$ cat config.mk
export PLATFORM = sky130hd
export DESIGN_NAME = tcdm_bank_responder
export DESIGN_NICKNAME = d
export VERILOG_FILES = /design/src/rtl/mempool_pkg.sv /design/src/rtl/fifo_v3.sv /design/src/rtl/tcdm_bank_responder.sv
export SDC_FILE = /design/constraint.sdc
export NUM_CORES = 1
export LEC_CHECK = 0
export ABC_AREA = 1
export BUFFER_PORTS_ARGS = -buffer_cell sky130_fd_sc_hd__buf_4
export CORE_MARGIN = 2
export CORE_UTILIZATION = 42
export CTS_CLUSTER_DIAMETER = 60
export CTS_CLUSTER_SIZE = 25
export DETAILED_ROUTE_END_ITERATION = 16
export PLACE_DENSITY_LB_ADDON = 0.15
export REMOVE_ABC_BUFFERS = 1
export SLEW_MARGIN = 5
export SYNTH_ARGS = -nofsm -noshare
export SYNTH_HDL_FRONTEND = slang
export SYNTH_SLANG_ARGS = --single-unit
$ cat constraint.sdc
create_clock -name clk_i -period 3.5 [get_ports clk_i]
set_input_delay 0.175 -clock clk_i [delete_from_list [all_inputs] [get_ports clk_i]]
set_output_delay 0.175 -clock clk_i [all_outputs]
set_load 0.02 [all_outputs]
$ cat src/rtl/mempool_pkg.sv
// mempool_pkg: shared TCDM widths and types for the bank endpoint
package mempool_pkg;
  localparam int unsigned DataWidth = 32;
  localparam int unsigned BeWidth = DataWidth / 8;
  localparam int unsigned TCDMAddrMemWidth = 10;
  typedef logic [DataWidth-1:0] data_t;
  typedef logic [BeWidth-1:0] be_t;
  typedef logic [TCDMAddrMemWidth-1:0] tcdm_addr_t;
endpackage

$ cat src/rtl/fifo_v3.sv
// fifo_v3: circular FIFO whose fall-through mode exposes a push into an empty FIFO in the same cycle
module fifo_v3 #(
  parameter bit          FALL_THROUGH = 1'b0,
  parameter int unsigned DATA_WIDTH   = 32,
  parameter int unsigned DEPTH        = 8,
  parameter int unsigned ADDR_DEPTH   = (DEPTH > 1) ? $clog2(DEPTH) : 1
) (
  input  logic                  clk_i,
  input  logic                  rst_ni,
  input  logic                  flush_i,
  output logic                  full_o,
  output logic                  empty_o,
  input  logic [DATA_WIDTH-1:0] data_i,
  input  logic                  push_i,
  output logic [DATA_WIDTH-1:0] data_o,
  input  logic                  pop_i
);
  localparam int unsigned CntW = ADDR_DEPTH + 1;
  localparam logic [ADDR_DEPTH-1:0] Last = ADDR_DEPTH'(DEPTH - 1);
  localparam logic [CntW-1:0] FullCnt = CntW'(DEPTH);
  logic [DATA_WIDTH-1:0] mem_q [DEPTH];
  logic [DATA_WIDTH-1:0] mem_d [DEPTH];
  logic [ADDR_DEPTH-1:0] rd_q, rd_d, wr_q, wr_d;
  logic [CntW-1:0] cnt_q, cnt_d;
  logic bypass, skip, do_push, do_pop;
  always_comb begin
    bypass = FALL_THROUGH && cnt_q == '0 && push_i;
    skip = bypass && pop_i;
    full_o = cnt_q == FullCnt;
    empty_o = cnt_q == '0 && !bypass;
    data_o = bypass ? data_i : mem_q[rd_q];
    do_push = push_i && !full_o && !skip;
    do_pop = pop_i && !empty_o && !skip;
    mem_d = mem_q;
    if (do_push) mem_d[wr_q] = data_i;
    wr_d = do_push ? (wr_q == Last ? '0 : wr_q + ADDR_DEPTH'(1)) : wr_q;
    rd_d = do_pop ? (rd_q == Last ? '0 : rd_q + ADDR_DEPTH'(1)) : rd_q;
    cnt_d = cnt_q + CntW'(do_push) - CntW'(do_pop);
  end
  always_ff @(posedge clk_i) begin
    if (!rst_ni || flush_i) begin
      rd_q <= '0;
      wr_q <= '0;
      cnt_q <= '0;
    end else begin
      rd_q <= rd_d;
      wr_q <= wr_d;
      cnt_q <= cnt_d;
      mem_q <= mem_d;
    end
  end
endmodule

$ cat src/rtl/tcdm_bank_responder.sv
// tcdm_bank_responder: TCDM target endpoint that grants against response credits, drives one SRAM bank and buffers in-order responses
module tcdm_bank_responder
  import mempool_pkg::*;
#(
  parameter int unsigned MemLatency  = 1,
  parameter int unsigned RespDepth   = 2,
  parameter bit          WriteRespOn = 1'b0
) (
  input  logic                        clk_i,
  input  logic                        rst_i,
  input  logic                        req_i,
  output logic                        gnt_o,
  input  logic [TCDMAddrMemWidth-1:0] addr_i,
  input  logic                        wen_i,
  input  logic [DataWidth-1:0]        wdata_i,
  input  logic [BeWidth-1:0]          be_i,
  output logic                        vld_o,
  output logic [DataWidth-1:0]        rdata_o,
  input  logic                        rready_i,
  output logic                        mem_req_o,
  output logic [TCDMAddrMemWidth-1:0] mem_addr_o,
  output logic                        mem_wen_o,
  output logic [DataWidth-1:0]        mem_wdata_o,
  output logic [BeWidth-1:0]          mem_be_o,
  input  logic [DataWidth-1:0]        mem_rdata_i
);
  localparam int unsigned CW = $clog2(RespDepth + 1);
  localparam logic [CW-1:0] MaxCred = CW'(RespDepth);
  logic resp_req, ins, push, pop, full, empty;
  logic [CW-1:0] credits_q, credits_d;
  logic [MemLatency-1:0] pv_q, pv_d, pw_q, pw_d;
  data_t push_data;
  always_comb begin
    resp_req = ~wen_i | WriteRespOn;
    gnt_o = req_i & ~rst_i & (~resp_req | (credits_q < MaxCred));
    ins = gnt_o & resp_req;
    mem_req_o = gnt_o;
    mem_addr_o = addr_i;
    mem_wen_o = wen_i;
    mem_wdata_o = wdata_i;
    mem_be_o = be_i;
    push = pv_q[MemLatency-1];
    push_data = pw_q[MemLatency-1] ? '0 : mem_rdata_i;
    vld_o = ~empty;
    pop = vld_o & rready_i;
    pv_d = MemLatency'({pv_q, ins});
    pw_d = MemLatency'({pw_q, wen_i});
    credits_d = credits_q + CW'(ins) - CW'(pop);
  end
  always_ff @(posedge clk_i) begin
    if (rst_i) begin
      pv_q <= '0;
      pw_q <= '0;
      credits_q <= '0;
    end else begin
      pv_q <= pv_d;
      pw_q <= pw_d;
      credits_q <= credits_d;
    end
  end
  fifo_v3 #(
    .FALL_THROUGH(1'b1),
    .DATA_WIDTH  (DataWidth),
    .DEPTH       (RespDepth)
  ) i_resp_fifo (
    .clk_i  (clk_i),
    .rst_ni (~rst_i),
    .flush_i(rst_i),
    .full_o (full),
    .empty_o(empty),
    .data_i (push_data),
    .push_i (push),
    .data_o (rdata_o),
    .pop_i  (pop)
  );
  assert property (@(posedge clk_i) disable iff (rst_i) !(push && full));
  assert property (@(posedge clk_i) disable iff (rst_i) !(pop && credits_q == '0));
  assert property (@(posedge clk_i) disable iff (rst_i) credits_q <= MaxCred);
endmodule
After elaboration in Yosys (flattened, before gate mapping)
Cells that the tools add are included.
Widths: inputs -> output; s select.
Word-level totals
  flip-flop bits (word level): 72
  input bits: 83
  output and inout bits: 82
  word-level logic and storage cells: 53
Cells by class
  $add $sub $neg: 6
  bitwise operators: 10
  magnitude comparators: 4
  muxes and demuxes: 10
  equal/unequal tests: 1
  reductions and logical operators: 14
Operators with widths (number)
  $mux 32: 6
  $bwmux 64: 1
  $demux 32 s1: 1
  $logic_and 1x1->1: 8
  $add 2x1->2: 2
  $and 1x1->1: 4
  $ge 2x2->1 const B: 2
  $logic_not 1->1: 4
  $not 1->2: 2
  $sub 2x1->2: 2
  $not 1->1: 3
  $add 1x1->1 const B: 2
  $eq 2x2->1 const B: 1
  $logic_not 2->1: 1
  $lt 2x1->1 const B: 1
  $lt 2x2->1 const B: 1
  $mux 1: 2
  $reduce_and 2->1: 1
  $or 1x1->1: 1

Depth between registers and ports, before layout
Gate-level depths: netlist (run 1).
  depth after elaboration: 11
  depth in mapped cells: 9

By module
Synthesis (run 1) repeated with hierarchy kept, for this count alone.
Unflattened totals
  cells, all modules: 462
  area total of the unflattened synthesis: 3958.8 um^2
Modules (own cells, without submodules)
  fifo_v3: area an instance 3136.8 um^2, instances 1, sequential area each 2001.9 um^2, cells each 319
  tcdm_bank_responder: area an instance 822.0 um^2, instances 1, sequential area each 80.1 um^2, cells each 143

Worst setup path after synthesis (run 1)
No wires, ideal clock.
  path type: register -> register
  start: register i_resp_fifo.cnt_q[1]
  end: register i_resp_fifo.mem_q[0] (netlist name), enable pin
  data arrival time: 2.936 ns
  required time: 3.039 ns
  buffers on the path: 0
  cell stages (with the launch flop): 4
  setup slack: 0.103 ns
  clock period less this slack: 3.397 ns
  cell sequence: dfxtp_1 > o21ai_0 > nand2_1 > nor3_1
Between the ends
  longest elaborated chain between the ends: 10
  elaborated cells on any way between the ends: 13
Ends and longest elaborated chain
  start, declared: RTL line fifo_v3.sv:24  | logic [CntW-1:0] cnt_q, cnt_d;
  start signal, assigned: RTL line fifo_v3.sv:48  | cnt_q <= cnt_d;
  $logic_not 2->1: RTL line fifo_v3.sv:27, fifo_v3.sv:30
  $logic_and 1x1->1: RTL line fifo_v3.sv:27  | bypass = FALL_THROUGH && cnt_q == '0 && push_i;
  $logic_not 1->1: RTL line fifo_v3.sv:30  | empty_o = cnt_q == '0 && !bypass;
  $logic_and 1x1->1: RTL line fifo_v3.sv:30
  $not 1->1: RTL line tcdm_bank_responder.sv:44  | vld_o = ~empty;
  $and 1x1->1: RTL line tcdm_bank_responder.sv:45  | pop = vld_o & rready_i;
  $logic_and 1x1->1: RTL line fifo_v3.sv:28  | skip = bypass && pop_i;
  $logic_not 1->1: RTL line fifo_v3.sv:32  | do_push = push_i && !full_o && !skip;
  $logic_and 1x1->1 *: RTL line fifo_v3.sv:32
  $reduce_and 2->1 (no line) *
  end signal, assigned: RTL line fifo_v3.sv:49  | mem_q <= mem_d;
  end, declared: RTL line fifo_v3.sv:21  | logic [DATA_WIDTH-1:0] mem_q [DEPTH];
Mark *: on every way between the ends. The rest lies on a longest branch, timed or not.
A chain may end at the register's enable or synchronous reset.

Worst setup path in the final report (run 1)
  start: register i_resp_fifo.rd_q
  end: output rdata_o[12]
Between the ends
  longest elaborated chain between the ends: 5
Ends and longest elaborated chain
  start, declared: RTL line fifo_v3.sv:23  | logic [ADDR_DEPTH-1:0] rd_q, rd_d, wr_q, wr_d;
  start signal, assigned: RTL line fifo_v3.sv:46  | rd_q <= rd_d;
  $not 1->2 (not written as such): RTL line fifo_v3.sv:31  | data_o = bypass ? data_i : mem_q[rd_q];
  $mux 32 (not written as such) (3 in series): RTL line fifo_v3.sv:31
  $mux 32: RTL line fifo_v3.sv:31
  end, declared: RTL line tcdm_bank_responder.sv:18  | output logic [DataWidth-1:0] rdata_o,
Every way passes these cells. The select of a mux whose other input is x is not followed.

==> Implementation_results.wiki, run 1 <==
{| class="wikitable"
! Metric !! Value
|-
| Hold WC Path Type || in -> reg
|-
| Worst supply voltage drop on vdd || 0.284 mV
|-
| FMAX || 0.451 GHz
|-
| Die extent in y || 96.5 µm
|-
| Maximum buffer depth of the clock tree || 2
|-
| Sequential element share of the synthesized area || 0.579
|-
| Number of violations of the max-capacitance limit || 0
|-
| RSZ-0062 raised after global routing || no
|-
| TritonCTS clock tree || done
|-
| Number of sinks on the clock net || 72
|-
| Nature of the critical path startpoint || flop
|-
| Routed wire per std cell || 16.6 µm
|-
| Cell area after technology mapping || 3600 µm²
|-
| Number of synthesis warnings || 0
|-
| Final hold violations || 0
|-
| Final TNS setup || 0 ps
|-
| Inserted Clock Buffers || 9
|-
| Wire length of the first global-routing pass || 11400 µm
|-
| Result of the run || completed
|-
| Critical path fanouts, max || 34
|-
| Total of cells resized after clock tree synthesis || 0
|-
| Cell row count || 33
|-
| Area used by multi-input combinational logic || 933 µm²
|-
| Data arrival time of the critical path || 2040 ps
|-
| Worst slew slack as a fraction of its limit || 0.268
|-
| Overall die area || 9320 µm²
|-
| Cells traversed along the worst timing path || mux2i_1, o21ai_0, buf_4
|-
| Layout Nets || 453
|-
| H-tree depth reported by CTS || 3
|-
| Via count || 2236
|-
| Overall overflow remaining after global route || 0
|-
| Initial core utilization || 0.435
|-
| Number of input and output port buffers inserted || 72
|-
| Final antenna diode count || 0
|-
| Fraction of final layout cells sized beyond drive strength 1 || 0.255
|-
| Routed vias/inst || 4.69
|-
| All-Layer GR Usage || 0.178
|-
| Commonest non-fill, non-tap cell in the layout || sky130_fd_sc_hd__buf_4
|-
| Synthesized area per cell || 10.5 µm²
|-
| Width of the die || 96.5 µm
|-
| Post-route total power || 2380 µW
|-
| Largest net degree at the start of global routing || 65
|-
| Seq. cell area || 2080 µm²
|-
| Number of pins with negative max-slew slack in the final report || 0
|-
| Total wire length || 7930 µm
|-
| Critical Path End Type || output pin
|-
| Final critical path time including I/O delays and setup || 2220 ps
|-
| Required time at the worst-slack endpoint || 3320 ps
|-
| Critical path class || reg -> out
|-
| Commonest cells after routing, fill and taps aside || sky130_fd_sc_hd__buf_4, sky130_fd_sc_hd__edfxtp_1, sky130_fd_sc_hd__inv_1
|-
| Pwr/cell area || 587 nW/µm²
|-
| Total setup violations reported at the end of the flow || 0
|-
| Number of post-CTS setup repair buffers || 0
|-
| Synthesis-to-layout area growth || 12.8%
|-
| DRC violation count after routing || 0
|-
| Clk Latency, worst-skew pair || 340 ps
|-
| Number of antenna-violating nets in the routed design || 0
|-
| Post-detail-place hpwl || 5580 µm
|-
| Master of the slowest instance on the critical path || sky130_fd_sc_hd__dfxtp_2
|-
| TritonRoute pass-1 iters || 4
|-
| Final Cycle Share || 0.633
|-
| Transition time at the pin with the least slew margin || 1100 ps
|-
| Utilization after layout || 0.491
|-
| Count of state elements after synthesis || 72
|-
| Kind of cell adding the most delay to the critical path || flip-flops
|-
| Via count of the first global-routing pass || 2064
|-
| Number of distinct library cells after synthesis || 21
|-
| Clock root buffer || sky130_fd_sc_hd__clkbuf_8
|-
| Synthesized netlist cell count || 341
|-
| Number of buffer and inverter stages on the critical path || 1
|-
| Delay of the slowest cell on the worst path || 1060 ps
|-
| Ports placed on the boundary || 165
|-
| Antenna violations before repair || 0
|-
| Cell leakage power || 0.00161 µW
|-
| Fin Clk Skew || 8.59 ps
|-
| Placeable Area || 8260 µm²
|-
| Clock slew seen by the registers of the worst setup and hold paths || 70 ps
|-
| First DRT Iteration DRCs || 91
|-
| Placer Congestion || 0.719
|-
| Number of filler cells placed in the layout || 800
|}
-- cells by family (layout without fill, tap and decap cells) --
family,Yosys count,in the layout,synth area share
buf+inv,106,137,0.165
simple gates,87,87,0.0967
flops,72,72,0.579
compound gates,39,39,0.0550
mux,32,32,0.0891
fa+ha+maj,3,3,0.0104
xor+xnor,2,2,0.00487
-- repair_timing --
| item | 4_1_cts | 5_1_grt |
|---|---|---|
| hold buffers | 1 | 0 |
| hold endpoints to repair | 1 | 0 |
| endpoints found under the setup margin | 0 | 0 |
-- synth_stat cells, drive strengths merged --
master	count	share of area
edfxtp	64	0.53
a211oi	1	0.0021
a21oi	4	0.0056
nor4	2	0.0035
inv	44	0.046
ha	3	0.010
o21ai	34	0.047
xnor2	2	0.0049
nand2	40	0.042
nand3	2	0.0028
mux2i	32	0.089
buf	56	0.11
nor2	41	0.043
clkbuf	6	0.0070
dfxtp	8	0.045
nor3	2	0.0059
-- path summary, 6_finish.rpt --
check	from	end	slack, ps	depth (start not counted)
worst max-delay path	i_resp_fifo.rd_q	rdata_o[12]	1280	3
worst min-delay path	rst_i	credits_q[0]	80	2
worst min register to register	i_resp_fifo.wr_q	i_resp_fifo.wr_q	470	2
worst max register to register	i_resp_fifo.cnt_q[1]	i_resp_fifo.mem_q[35]	1470	3
-- sequential cells by signal (all words and copies together), names as in the netlist --
signal,flops
i_resp_fifo.wr_q,1
i_resp_fifo.mem_q,64
i_resp_fifo.rd_q,1
credits_q,2
push,1
i_resp_fifo.cnt_q,2
pw_q,1
-- power by group --
group	internal (µW)	switching, µW	total, µW
Clock	252	287	539
Combinational	348	411	759
Sequential	982	102	1080
-- layer usage --
metal  share of wire  vias up  track usage
li1                -     1130            -
met1            0.44      957        0.228
met2            0.36      133        0.216
met3            0.17       14        0.136
met4           0.017        2       0.0739
met5          0.0049        -       0.0595
-- through the flow --
step | cell area, µm² | hold slack (ps) | setup slack, ps | instances
2_1_floorplan | 3170 | 244 | 103 | 279
3_3_place_gp | 3880 | 350 | 1460 | 460
3_5_place_dp | 3880 | 350 | 1440 | 460
4_1_cts | 4060 | 59.5 | 1260 | 477
5_1_grt | 4060 | 73.2 | 1120 | 477
6_report | 4060 | 77.8 | 1280 | 477
-- area by class of cell --
| class | count | share of cell area |
|---|---|---|
| Timing Repair Buffer | 77 | 0.143 |
| Clock inverter | 6 | 0.00894 |
| Tap cell | 105 | 0.0324 |
| Inverter | 44 | 0.0407 |
| Clock buffer | 10 | 0.0315 |
| Multi-Input combinational cell | 163 | 0.230 |
| Sequential cell | 72 | 0.513 |
Power figures use the tool's default switching activity.
==> run 2, diff against run 1 <==
Settings changed: CORE_UTILIZATION 42 to 45.
Clock period 3.5 ns to 2.1 ns, I/O delays scaled along.
==> run 2 against run 1 <==
Compared with the run above: setup slack got worse by 1000 ps; critical path depth rose by 3; total power rose by 90%; wire length rose by 2.5%; combinational power grew 82%; clock skew increased by 0.98 ps; final area increased by 3.5%; worst hold slack got worse by 58 ps; cell count up 0.42%; flip-flop and latch count unchanged; largest power group unchanged.
==> Implementation_results.wiki, run 2 (same netlist as run 1, synthesis figures left out) <==
{| class="wikitable"
! Metric !! Value
|-
| DRC violation count after routing || 0
|-
| Area used by multi-input combinational logic || 933 µm²
|-
| Worst slew slack as a fraction of its limit || 0.670
|-
| Commonest non-fill, non-tap cell in the layout || sky130_fd_sc_hd__buf_4
|-
| Via count of the first global-routing pass || 2208
|-
| All-Layer GR Usage || 0.193
|-
| Via count || 2296
|-
| Number of filler cells placed in the layout || 693
|-
| Data arrival time of the critical path || 1730 ps
|-
| Minimum setup slack among reg-to-reg paths || 490 ps
|-
| Inserted Clock Buffers || 9
|-
| Cell Area, Placed || 3930 µm²
|-
| Hold Path Origin || rst_i
|-
| Placeable Area || 7730 µm²
|-
| Number of cells on the worst reg-to-reg path || 9
|-
| TritonRoute pass-1 iters || 6
|-
| Ports placed on the boundary || 165
|-
| Antenna violations before repair || 0
|-
| Utilization after layout || 0.544
|-
| Critical path class || reg -> out
|-
| Number of antenna-violating nets in the routed design || 0
|-
| First DRT Iteration DRCs || 159
|-
| Terminating pin of the worst hold path || credits_q[0]
|-
| Clk Latency, worst-skew pair || 330 ps
|-
| Master of the slowest instance on the critical path || sky130_fd_sc_hd__dfxtp_1
|-
| Post-route total power || 4530 µW
|-
| Total setup violations reported at the end of the flow || 0
|-
| Clock root buffer || sky130_fd_sc_hd__clkbuf_8
|-
| Transition time at the pin with the least slew margin || 496 ps
|-
| Hold WC Path Type || in -> reg
|-
| Cell row count || 32
|-
| Number of post-CTS setup repair buffers || 0
|-
| Smallest hold slack || 20.0 ps
|-
| Seq. cell area || 2080 µm²
|-
| Fin Clk Skew || 9.57 ps
|-
| Synthesis-to-layout area growth || 16.8%
|-
| Final antenna diode count || 0
|-
| Routed vias/inst || 4.79
|-
| Number of violations of the max-capacitance limit || 0
|-
| Width of the die || 93.4 µm
|-
| Worst supply voltage drop on vdd || 0.607 mV
|-
| Worst reg2reg endpoint || credits_q[1]
|-
| Final design instance area without fill || 4200 µm²
|-
| Critical Path End Type || output pin
|-
| Commonest cells after routing, fill and taps aside || sky130_fd_sc_hd__buf_4, sky130_fd_sc_hd__edfxtp_1, sky130_fd_sc_hd__inv_1
|-
| Required time at the worst-slack endpoint || 2000 ps
|-
| Overall die area || 8720 µm²
|-
| Largest net degree at the start of global routing || 45
|-
| Nature of the critical path startpoint || flop
|-
| Final critical path time including I/O delays and setup || 1840 ps
|-
| TritonCTS clock tree || done
|-
| Critical path fanouts, max || 44
|-
| Final hold violations || 0
|-
| Final Cycle Share || 0.874
|-
| Number of instances on the worst hold path || 2
|-
| Fraction of final layout cells sized beyond drive strength 1 || 0.268
|-
| Cells traversed along the worst timing path || inv_2, nor3_4, buf_4, nand2_1, o21ai_0, buf_4
|-
| Maximum buffer depth of the clock tree || 2
|-
| Wire length of the first global-routing pass || 12300 µm
|-
| Delay of the slowest cell on the worst path || 380 ps
|-
| Initial core utilization || 0.465
|-
| Die extent in y || 93.4 µm
|-
| Number of sinks on the clock net || 72
|-
| Routed wire per std cell || 17.0 µm
|-
| Register with the most flip-flops || i_resp_fifo.mem_q
|-
| Clock slew seen by the registers of the worst setup and hold paths || 70 ps
|-
| RSZ-0062 raised after global routing || no
|-
| Result of the run || completed
|-
| Max FFs per register || 64
|-
| Post-detail-place hpwl || 5870 µm
|-
| Number of pins with negative max-slew slack in the final report || 0
|-
| Overall overflow remaining after global route || 0
|-
| Total wire length || 8130 µm
|-
| Top Registers || i_resp_fifo.mem_q x64, credits_q x2, i_resp_fifo.cnt_q x2
|-
| Critical R2R Launch || i_resp_fifo.cnt_q[1]
|-
| Pwr/cell area || 1080 nW/µm²
|-
| H-tree depth reported by CTS || 3
|-
| Cell leakage power || 0.00169 µW
|-
| FMAX || 0.545 GHz
|-
| Layout Nets || 458
|-
| Number of input and output port buffers inserted || 72
|-
| Placer Congestion || 0.700
|-
| Most frequent cell on the critical path || sky130_fd_sc_hd__buf_4
|}
## run 2: cell count changes in the layout (fill, tap and decap cells not counted)
cell                         delta
sky130_fd_sc_hd__clkinv_2       -2
sky130_fd_sc_hd__clkinv_1       -1
sky130_fd_sc_hd__clkinv_4       +1
sky130_fd_sc_hd__buf_12         +1
sky130_fd_sc_hd__clkbuf_1       +1
sky130_fd_sc_hd__dfxtp_2        +1
sky130_fd_sc_hd__bufinv_16      +4
sky130_fd_sc_hd__buf_4          +4
sky130_fd_sc_hd__dfxtp_1        -1
sky130_fd_sc_hd__clkinvlp_4     -3
## run 2: where the power goes
| group | leakage, µW | switching, µW | internal (µW) | total (µW) |
|---|---|---|---|---|
| combinational | 0.000913 | 770 | 610 | 1380 |
| clock | 0.000128 | 500 | 913 | 1410 |
| sequential | 0.000647 | 104 | 1640 | 1740 |
## run 2: stage by stage
stage                     TNS (ps)  worst slack (ps)  cells
after floorplan             -54920             -1300    279
after CTS                        0               220    479
after detailed placement         0               317    462
after global placement           0               388    462
after global routing             0              45.2    479
final                            0               264    479
## run 2: worst max-delay path: cells and delay by family, from the launching register on
kind | cells | cell delay, ps
and+or+nand+nor | 2 | 200
AOI/OAI and AO/OA | 1 | 130
buffers and inverters | 3 | 660
DFF | 1 | 380
## run 2: routing by layer
metal  up-vias  track usage  wire, µm
li1       1136            -         -
met1      1026        0.265      3740
met2       125        0.234      3050
met3         9        0.144      1270
met4         0       0.0441        67
met5         -       0.0641         0
## run 2: how the worst max path moves through the flow
stage                          from              endpoint  slack, ps  depth (start not counted)
5_1_grt                        push           rdata_o[14]         50                          6
2_1_floorplan  i_resp_fifo.cnt_q[1]  i_resp_fifo.mem_q[0]      -1300                          3
6_report                       push           rdata_o[14]        260                          6
3_5_place_dp                   pw_q           rdata_o[29]        320                          5
4_1_cts            i_resp_fifo.rd_q           rdata_o[26]        220                          4
3_3_place_gp                   pw_q           rdata_o[10]        390                          5
## run 2: timing repair
action	CTS	global route
hold buffers	1	0
setup endpoints to repair	10	0
endpoints found under the hold margin	1	0
gates resized for setup	1	0
## run 2: area by class of cell
type | instances | area share
multi-input cells | 163 | 0.222
repair buffers | 82 | 0.150
well taps | 102 | 0.0304
clock buffers | 11 | 0.0313
inverters | 44 | 0.0393
flip-flops and latches | 72 | 0.496
clock inverters | 5 | 0.0307
